===== src/rtl/ddc_accumulator.sv =====
// ddc_accumulator
//   Boxcar integrate-and-dump decimator for the DDC I/Q stream. Sums 2^len
//   consecutive samples per channel, divides by arithmetic shift and hands
//   the averages to an AXI4-Stream master through a 2-entry FIFO. Results
//   that arrive while the FIFO is full and not popping are dropped and
//   counted.
//
// Ports
//   clk            sole clock, rising edge
//   rst            synchronous active-high reset
//   ddc_in[63:0]   I = [28:0], Q = [60:32], both signed; other bits ignored
//   valid_in       ddc_in valid this cycle (no backpressure upstream)
//   len_in[3:0]    decimation exponent, clamped to MAX_LOG2
//   len_valid      load len_in and restart the frame
//   m_axis_tdata   {Q avg sext 32, I avg sext 32}, always the FIFO head
//   m_axis_tvalid  FIFO non-empty
//   m_axis_tready  downstream accept
//   overflow       sticky, at least one result dropped since rst
//   drop_count     saturating count of dropped results
module ddc_accumulator #(
  parameter int MAX_LOG2   = 12,
  parameter int DROP_CNT_W = 16
) (
  input  logic                  clk,
  input  logic                  rst,
  input  logic [63:0]           ddc_in,
  input  logic                  valid_in,
  input  logic [3:0]            len_in,
  input  logic                  len_valid,
  output logic [63:0]           m_axis_tdata,
  output logic                  m_axis_tvalid,
  input  logic                  m_axis_tready,
  output logic                  overflow,
  output logic [DROP_CNT_W-1:0] drop_count
);

  localparam int         ACC_W   = 29 + MAX_LOG2;
  localparam int         CNT_W   = MAX_LOG2;
  localparam logic [3:0] MAX_LEN = 4'(MAX_LOG2);

  // Front end: frame length, sample counter and accumulators
  logic [3:0]              len_r;
  logic [CNT_W-1:0]        cnt_r;
  logic signed [ACC_W-1:0] acc_i_r;
  logic signed [ACC_W-1:0] acc_q_r;

  logic [3:0]              len_clamp_s;
  logic [CNT_W-1:0]        last_cnt_s;
  logic signed [ACC_W-1:0] sample_i_s;
  logic signed [ACC_W-1:0] sample_q_s;
  logic signed [ACC_W-1:0] sum_i_s;
  logic signed [ACC_W-1:0] sum_q_s;
  logic                    take_s;
  logic                    last_s;

  // Dump stage 1: final sum plus the shift that belongs to it
  logic                    res_pend_r;
  logic signed [ACC_W-1:0] res_i_r;
  logic signed [ACC_W-1:0] res_q_r;
  logic [3:0]              res_len_r;

  // Dump stage 2: formatted average waiting to be pushed
  logic                    avg_pend_r;
  logic [63:0]             avg_data_r;
  logic signed [ACC_W-1:0] shift_i_s;
  logic signed [ACC_W-1:0] shift_q_s;
  logic [28:0]             avg_i_s;
  logic [28:0]             avg_q_s;

  // Output FIFO: head_r is always the word on the bus, tail_r the second
  logic [63:0]             head_r;
  logic [63:0]             tail_r;
  logic [1:0]              count_r;
  logic                    tvalid_r;
  logic                    overflow_r;
  logic [DROP_CNT_W-1:0]   drop_cnt_r;

  logic [63:0]             head_n_s;
  logic [63:0]             tail_n_s;
  logic [1:0]              count_n_s;
  logic                    push_s;
  logic                    pop_s;
  logic                    drop_s;

  logic                    unused_s;

  // Front-end combinational decode: clamp, frame end, running sum
  always_comb begin
    len_clamp_s = len_in;
    if (len_in > MAX_LEN) begin
      len_clamp_s = MAX_LEN;
    end else begin
      len_clamp_s = len_in;
    end

    // N-1 as a mask: shifting past the counter width leaves all ones
    last_cnt_s = ~({CNT_W{1'b1}} << len_r);

    sample_i_s = {{MAX_LOG2{ddc_in[28]}}, ddc_in[28:0]};
    sample_q_s = {{MAX_LOG2{ddc_in[60]}}, ddc_in[60:32]};

    // First sample of a frame loads instead of adding, so frames abut
    if (cnt_r == {CNT_W{1'b0}}) begin
      sum_i_s = sample_i_s;
      sum_q_s = sample_q_s;
    end else begin
      sum_i_s = acc_i_r + sample_i_s;
      sum_q_s = acc_q_r + sample_q_s;
    end

    take_s = valid_in && !len_valid;
    last_s = take_s && (cnt_r == last_cnt_s);
  end

  // Front-end state: reconfiguration wins over a coincident sample
  always_ff @(posedge clk) begin
    if (rst) begin
      len_r   <= 4'd0;
      cnt_r   <= {CNT_W{1'b0}};
      acc_i_r <= {ACC_W{1'b0}};
      acc_q_r <= {ACC_W{1'b0}};
    end else if (len_valid) begin
      len_r <= len_clamp_s;
      cnt_r <= {CNT_W{1'b0}};
    end else if (valid_in) begin
      acc_i_r <= sum_i_s;
      acc_q_r <= sum_q_s;
      if (last_s) begin
        cnt_r <= {CNT_W{1'b0}};
      end else begin
        cnt_r <= cnt_r + {{(CNT_W-1){1'b0}}, 1'b1};
      end
    end
  end

  // Dump stage 1: latch the completed frame sum with its own shift amount
  always_ff @(posedge clk) begin
    if (rst) begin
      res_pend_r <= 1'b0;
      res_i_r    <= {ACC_W{1'b0}};
      res_q_r    <= {ACC_W{1'b0}};
      res_len_r  <= 4'd0;
    end else begin
      res_pend_r <= last_s;
      if (last_s) begin
        res_i_r   <= sum_i_s;
        res_q_r   <= sum_q_s;
        res_len_r <= len_r;
      end
    end
  end

  // Average: arithmetic shift floors toward -inf; the result always fits 29 bits
  always_comb begin
    shift_i_s = res_i_r >>> res_len_r;
    shift_q_s = res_q_r >>> res_len_r;
    avg_i_s   = shift_i_s[28:0];
    avg_q_s   = shift_q_s[28:0];
  end

  // Dump stage 2: register the sign-extended output word
  always_ff @(posedge clk) begin
    if (rst) begin
      avg_pend_r <= 1'b0;
      avg_data_r <= 64'd0;
    end else begin
      avg_pend_r <= res_pend_r;
      if (res_pend_r) begin
        avg_data_r <= {{3{avg_q_s[28]}}, avg_q_s, {3{avg_i_s[28]}}, avg_i_s};
      end
    end
  end

  // FIFO next-state: shift-register style so the head stays in a register
  always_comb begin
    push_s    = avg_pend_r;
    pop_s     = (count_r != 2'd0) && m_axis_tready;
    head_n_s  = head_r;
    tail_n_s  = tail_r;
    count_n_s = count_r;
    drop_s    = 1'b0;
    case (count_r)
      2'd0: begin
        if (push_s) begin
          head_n_s  = avg_data_r;
          count_n_s = 2'd1;
        end else begin
          count_n_s = 2'd0;
        end
      end
      2'd1: begin
        if (pop_s && push_s) begin
          head_n_s = avg_data_r;
        end else if (pop_s) begin
          count_n_s = 2'd0;
        end else if (push_s) begin
          tail_n_s  = avg_data_r;
          count_n_s = 2'd2;
        end else begin
          count_n_s = 2'd1;
        end
      end
      2'd2: begin
        if (pop_s && push_s) begin
          head_n_s = tail_r;
          tail_n_s = avg_data_r;
        end else if (pop_s) begin
          head_n_s  = tail_r;
          count_n_s = 2'd1;
        end else if (push_s) begin
          drop_s = 1'b1;
        end else begin
          count_n_s = 2'd2;
        end
      end
      default: begin
        count_n_s = 2'd0;
      end
    endcase
  end

  // FIFO storage, valid flag and drop bookkeeping
  always_ff @(posedge clk) begin
    if (rst) begin
      head_r     <= 64'd0;
      tail_r     <= 64'd0;
      count_r    <= 2'd0;
      tvalid_r   <= 1'b0;
      overflow_r <= 1'b0;
      drop_cnt_r <= {DROP_CNT_W{1'b0}};
    end else begin
      head_r   <= head_n_s;
      tail_r   <= tail_n_s;
      count_r  <= count_n_s;
      tvalid_r <= (count_n_s != 2'd0);
      if (drop_s) begin
        overflow_r <= 1'b1;
        if (drop_cnt_r != {DROP_CNT_W{1'b1}}) begin
          drop_cnt_r <= drop_cnt_r + {{(DROP_CNT_W-1){1'b0}}, 1'b1};
        end
      end
    end
  end

  assign m_axis_tdata  = head_r;
  assign m_axis_tvalid = tvalid_r;
  assign overflow      = overflow_r;
  assign drop_count    = drop_cnt_r;

  assign unused_s = ^{ddc_in[63:61], ddc_in[31:29],
                      shift_i_s[ACC_W-1:29], shift_q_s[ACC_W-1:29]};

endmodule

===== config.mk =====
export PLATFORM = sky130hd
export DESIGN_NAME = ddc_accumulator
export DESIGN_NICKNAME = d
export VERILOG_FILES = /design/src/rtl/ddc_accumulator.sv
export SDC_FILE = /design/constraint.sdc
export NUM_CORES = 1
export LEC_CHECK = 0
export BUFFER_PORTS_ARGS = -buffer_cell sky130_fd_sc_hd__buf_2
export CORE_UTILIZATION = 62
export CTS_BUF_LIST = sky130_fd_sc_hd__clkbuf_4
export DETAILED_ROUTE_END_ITERATION = 10
export PLACE_DENSITY = 0.81
export SYNTH_ARGS = -nofsm -noshare
export SYNTH_HDL_FRONTEND = slang
export SYNTH_SLANG_ARGS = --single-unit

===== constraint.sdc =====
create_clock -name clk -period 7.9 [get_ports clk]
set_input_delay 1.58 -clock clk [delete_from_list [all_inputs] [get_ports clk]]
set_output_delay 1.58 -clock clk [all_outputs]
set_load 0.005 [all_outputs]

==> results_dict.tcl <==
set metrics [dict create \
    status "finished, violations left" \
    violations "design-rule violations" \
    r2r_cells 11 \
    core_mm2 0.0358 \
    synth_compound_area_share_pct 21.5 \
    cts_tree "done" \
    synth_cells 2662 \
    layout.nets 2879 \
    grt_start_max_net_pins 99 \
    tns_ns 0 \
    ff2ff_setup_slack_ns 4.24 \
    peakVddDrop_mv 0.102 \
    vias_per_cell 6.23 \
    critPathCaptureType "flop" \
    syn_nets 2824 \
    vias 20200 \
    finalSetupViolCount 0 \
    drt_first_iter_violations 1554 \
    dp_cells 3078 \
    grt_use_total_pct 29.7 \
    syn_area_per_cell_um2 8.54 \
    min_period_ns 4.30 \
    finalHoldViolCount 0 \
    place_congestion 0.963 \
    min_period_over_period_pct 54.5 \
    swShare_pct 29.9 \
    synthAdderAreaFrac_pct 4.96 \
    pwr-share-comb_pct 15.9 \
    seqPwrFrac_pct 46.3 \
    cp.required_ns 8.52 \
    synth_edf_count 0 \
    clock-sinks 380 \
    drive_above_1_share_pct 15.2 \
    synth_top_family_by_area "compound AO/OA/AOI/OAI gates" \
    hold_ws_ns 0.446 \
    hold_path_startpoint "overflow$_SDFFE_PP0P_" \
    numCtsBuffers 98 \
    synthSimpleGateAreaFrac_pct 15.3 \
    ys_ff_latch 380 \
    grt_pass1_wl_mm 92.9 \
    ys.flop_type "dfxtp_1" \
    yosysWarnings 0 \
    maxSlewHeadroom_pct 24.6 \
    wire_per_inst_um 17.6 \
    p_int_uw 3040 \
    final_cell_count_no_fill 3245 \
    dpl_worst_slack_ns 2.90 \
    r2r-start "acc_i_r[0]$_SDFFE_PP0P_" \
    synth.distinct_cells 85 \
    arrival_ns 4.93 \
    postLayoutCoreUtil_pct 68.4 \
    hp-class "reg -> reg" \
    cts_max_level 3 \
    cts_resized 0 \
    die_h_um 194 \
    synthMuxAreaShare_pct 16.5 \
    clkLatencyLatePin_ns 0.81 \
    holdPathStages 2 \
    setup_ws_ns 3.60 \
    maxClockFrequency_ghz 0.232 \
    nFillCells 2973 \
    root_buffer "clkbuf_4" \
    hold_end "overflow$_SDFFE_PP0P_" \
    critical_path_peak_fanout 97 \
    start_util_pct 63.5 \
    post-route-drc-count 15 \
    cts_hold_buf 0 \
    skew_ns 0.0689 \
    slew_viol_final 0 \
    ys_seq_area_share_pct 33.5 \
    syn2layout_area_growth_pct 7.82 \
    antenna_found_initial 1 \
    wirelength_mm 57.2 \
    worst_slew_pin_slew_ns 1.13 \
    grt_pass1_vias 18300 \
    portBuffers 148 \
    power_density_mw_per_mm2 177 \
    post-cts-setup-buffers 0 \
    hpwl_mm 40.1 \
    worstSetupPathType "in -> reg" \
    ys_async_sr_fraction_pct 0 \
    leakagePower_uw 0.00940 \
    critPathLaunchType "input port" \
    synth_xor_area_share_pct 3.43 \
    worstReg2RegEnd "res_i_r[38]$_SDFFE_PP0N_" \
    grt.overflow.total 0 \
    die-area_mm2 0.0374 \
    synth_area_mm2 0.0227 \
    drv_cap 0 \
    rsz0062_at_grt "no" \
    path_clk_slew_ns 0.08 \
    clkPwrFrac_pct 37.8 \
    io_pins 155 \
    power_switching_uw 1300 \
    die_x_um 194 \
    clock_path_buffers 3 \
    antenna_left 0 \
    rows 69 \
    drt-pass1-iter-count 9 \
]
-- worst max path at each step --
| stage | startpoint | end | cells after the start | slack [ns] |
|---|---|---|---|---|
| finish | valid_in | res_q_r[2]$_SDFFE_PP0N_ | 11 | 3.60 |
| floorplan | ddc_in[0] | res_i_r[38]$_SDFFE_PP0N_ | 11 | 3.67 |
| CTS | valid_in | res_i_r[2]$_SDFFE_PP0N_ | 11 | 3.71 |
| detailed placement | valid_in | res_i_r[2]$_SDFFE_PP0N_ | 11 | 2.90 |
| global route | valid_in | res_q_r[2]$_SDFFE_PP0N_ | 11 | 3.32 |
| global placement | valid_in | res_i_r[7]$_SDFFE_PP0N_ | 11 | 2.97 |
-- cells in the mapped netlist, drive strengths merged (11+ instances only) --
master	instances	share of area, %
o21bai	11	0.36
nor2b	18	0.50
a31oi	25	0.75
o21ai	136	3.0
o211ai	20	0.73
mux2	14	0.69
nand2	246	4.1
nand3	26	0.57
nand4	33	0.91
dfxtp	380	33
ha	87	4.8
xor2	52	2.0
nor3	19	0.44
inv	34	0.56
a21oi	248	5.5
buf	68	1.7
mux4	52	5.2
xnor2	37	1.4
clkbuf	145	2.5
mux2i	243	11
nor2	335	5.5
a211oi	198	6.6
a21o	53	1.8
and3	21	0.58
nand2b	19	0.52
and2	20	0.56
-- cell usage in the layout (no fill, tap or decap), types with 9 or more instances in the layout --
| cell | netlist | final |
|---|---|---|
| o21ai_0 | 128 | 128 |
| xor2_1 | 52 | 52 |
| xnor2_1 | 37 | 37 |
| o211ai_1 | 17 | 17 |
| nor2_1 | 335 | 335 |
| mux4_2 | 52 | 52 |
| a21oi_1 | 248 | 247 |
| clkinv_1 | 0 | 22 |
| buf_4 | 12 | 20 |
| and2_1 | 19 | 19 |
| nand3_1 | 26 | 26 |
| clkbuf_4 | 0 | 126 |
| mux2_2 | 14 | 14 |
| o21bai_1 | 11 | 11 |
| nand2b_1 | 19 | 19 |
| nor2b_1 | 18 | 17 |
| and3_1 | 21 | 21 |
| a311oi_1 | 9 | 9 |
| mux2i_1 | 243 | 243 |
| buf_2 | 24 | 147 |
| clkinv_2 | 0 | 11 |
| ha_1 | 87 | 86 |
| dfxtp_1 | 380 | 376 |
| a21o_1 | 50 | 50 |
| nand4_1 | 33 | 33 |
| a31oi_1 | 24 | 24 |
| inv_1 | 33 | 32 |
| a211oi_1 | 196 | 196 |
| nand2_1 | 246 | 246 |
| nor3_1 | 18 | 18 |
-- cells by family (layout without fill, tap and decap cells) --
group / count (synthesis) / count (layout)
buffers and inverters: 248 / 369
xor gates and xnor gates: 89 / 89
DFF: 380 / 380
other: 0 / 1
adders and majority gates: 89 / 89
muxes: 309 / 309
and+or+nand+nor: 785 / 785
AOI/OAI and AO/OA: 762 / 762
-- power by group through the flow --
stage	clock, uW	sequential [uW]	combinational [uW]
after detailed placement	0	2050	672
after floorplan	0	2030	522
after global routing	1790	2010	756
after CTS	1670	2010	676
final	1640	2010	690
after global placement	0	2050	656
-- critical path: stages --
cell,delay (ns)
buf_2,0.17
nor2b_4,0.16
buf_4,0.70
o21ai_0,0.20
nor2_1,0.16
nand4_1,0.16
nor4_4,0.60
buf_12,0.39
buf_4,0.35
mux2i_1,0.30
nor2_1,0.07
-- routing by layer --
metal	up-vias	track usage, %	wire length, um
met5	-	0	0
met4	0	8.80	895
met2	762	43.5	24600
met1	9490	43.9	26900
li1	9883	-	-
met3	71	5.79	4820
-- registers in the layout (all words and copies together) (netlist names) --
name,cells
res_len_r,4
count_r,2
acc_i_r,41
tail_r,58
res_pend_r,1
acc_q_r,41
len_r,4
m_axis_tdata,58
cnt_r,12
overflow,1
m_axis_tvalid,1
res_q_r,41
drop_count,16
res_i_r,41
avg_data_r,58
avg_pend_r,1
-- layout make-up --
| cell class | instances | area, um^2 | share of cell area [%] |
|---|---|---|---|
| inverter | 34 | 128 | 0.521 |
| tap | 461 | 577 | 2.35 |
| antenna | 1 | 2.50 | 0.0102 |
| timing repair buffer | 169 | 921 | 3.76 |
| multi-input combinational | 2034 | 14100 | 57.5 |
| clock buffer | 126 | 946 | 3.86 |
| sequential | 380 | 7620 | 31.1 |
| clock inverter | 40 | 233 | 0.949 |
-- per-stage QoR --
step | power (uW) | cell area (um^2)
6_report | 4340 | 24500
5_1_grt | 4560 | 24500
3_5_place_dp | 2720 | 23300
2_1_floorplan | 2560 | 22700
4_1_cts | 4360 | 24500
3_3_place_gp | 2700 | 23300
Note: power is estimated with default switching activity, not from simulation.
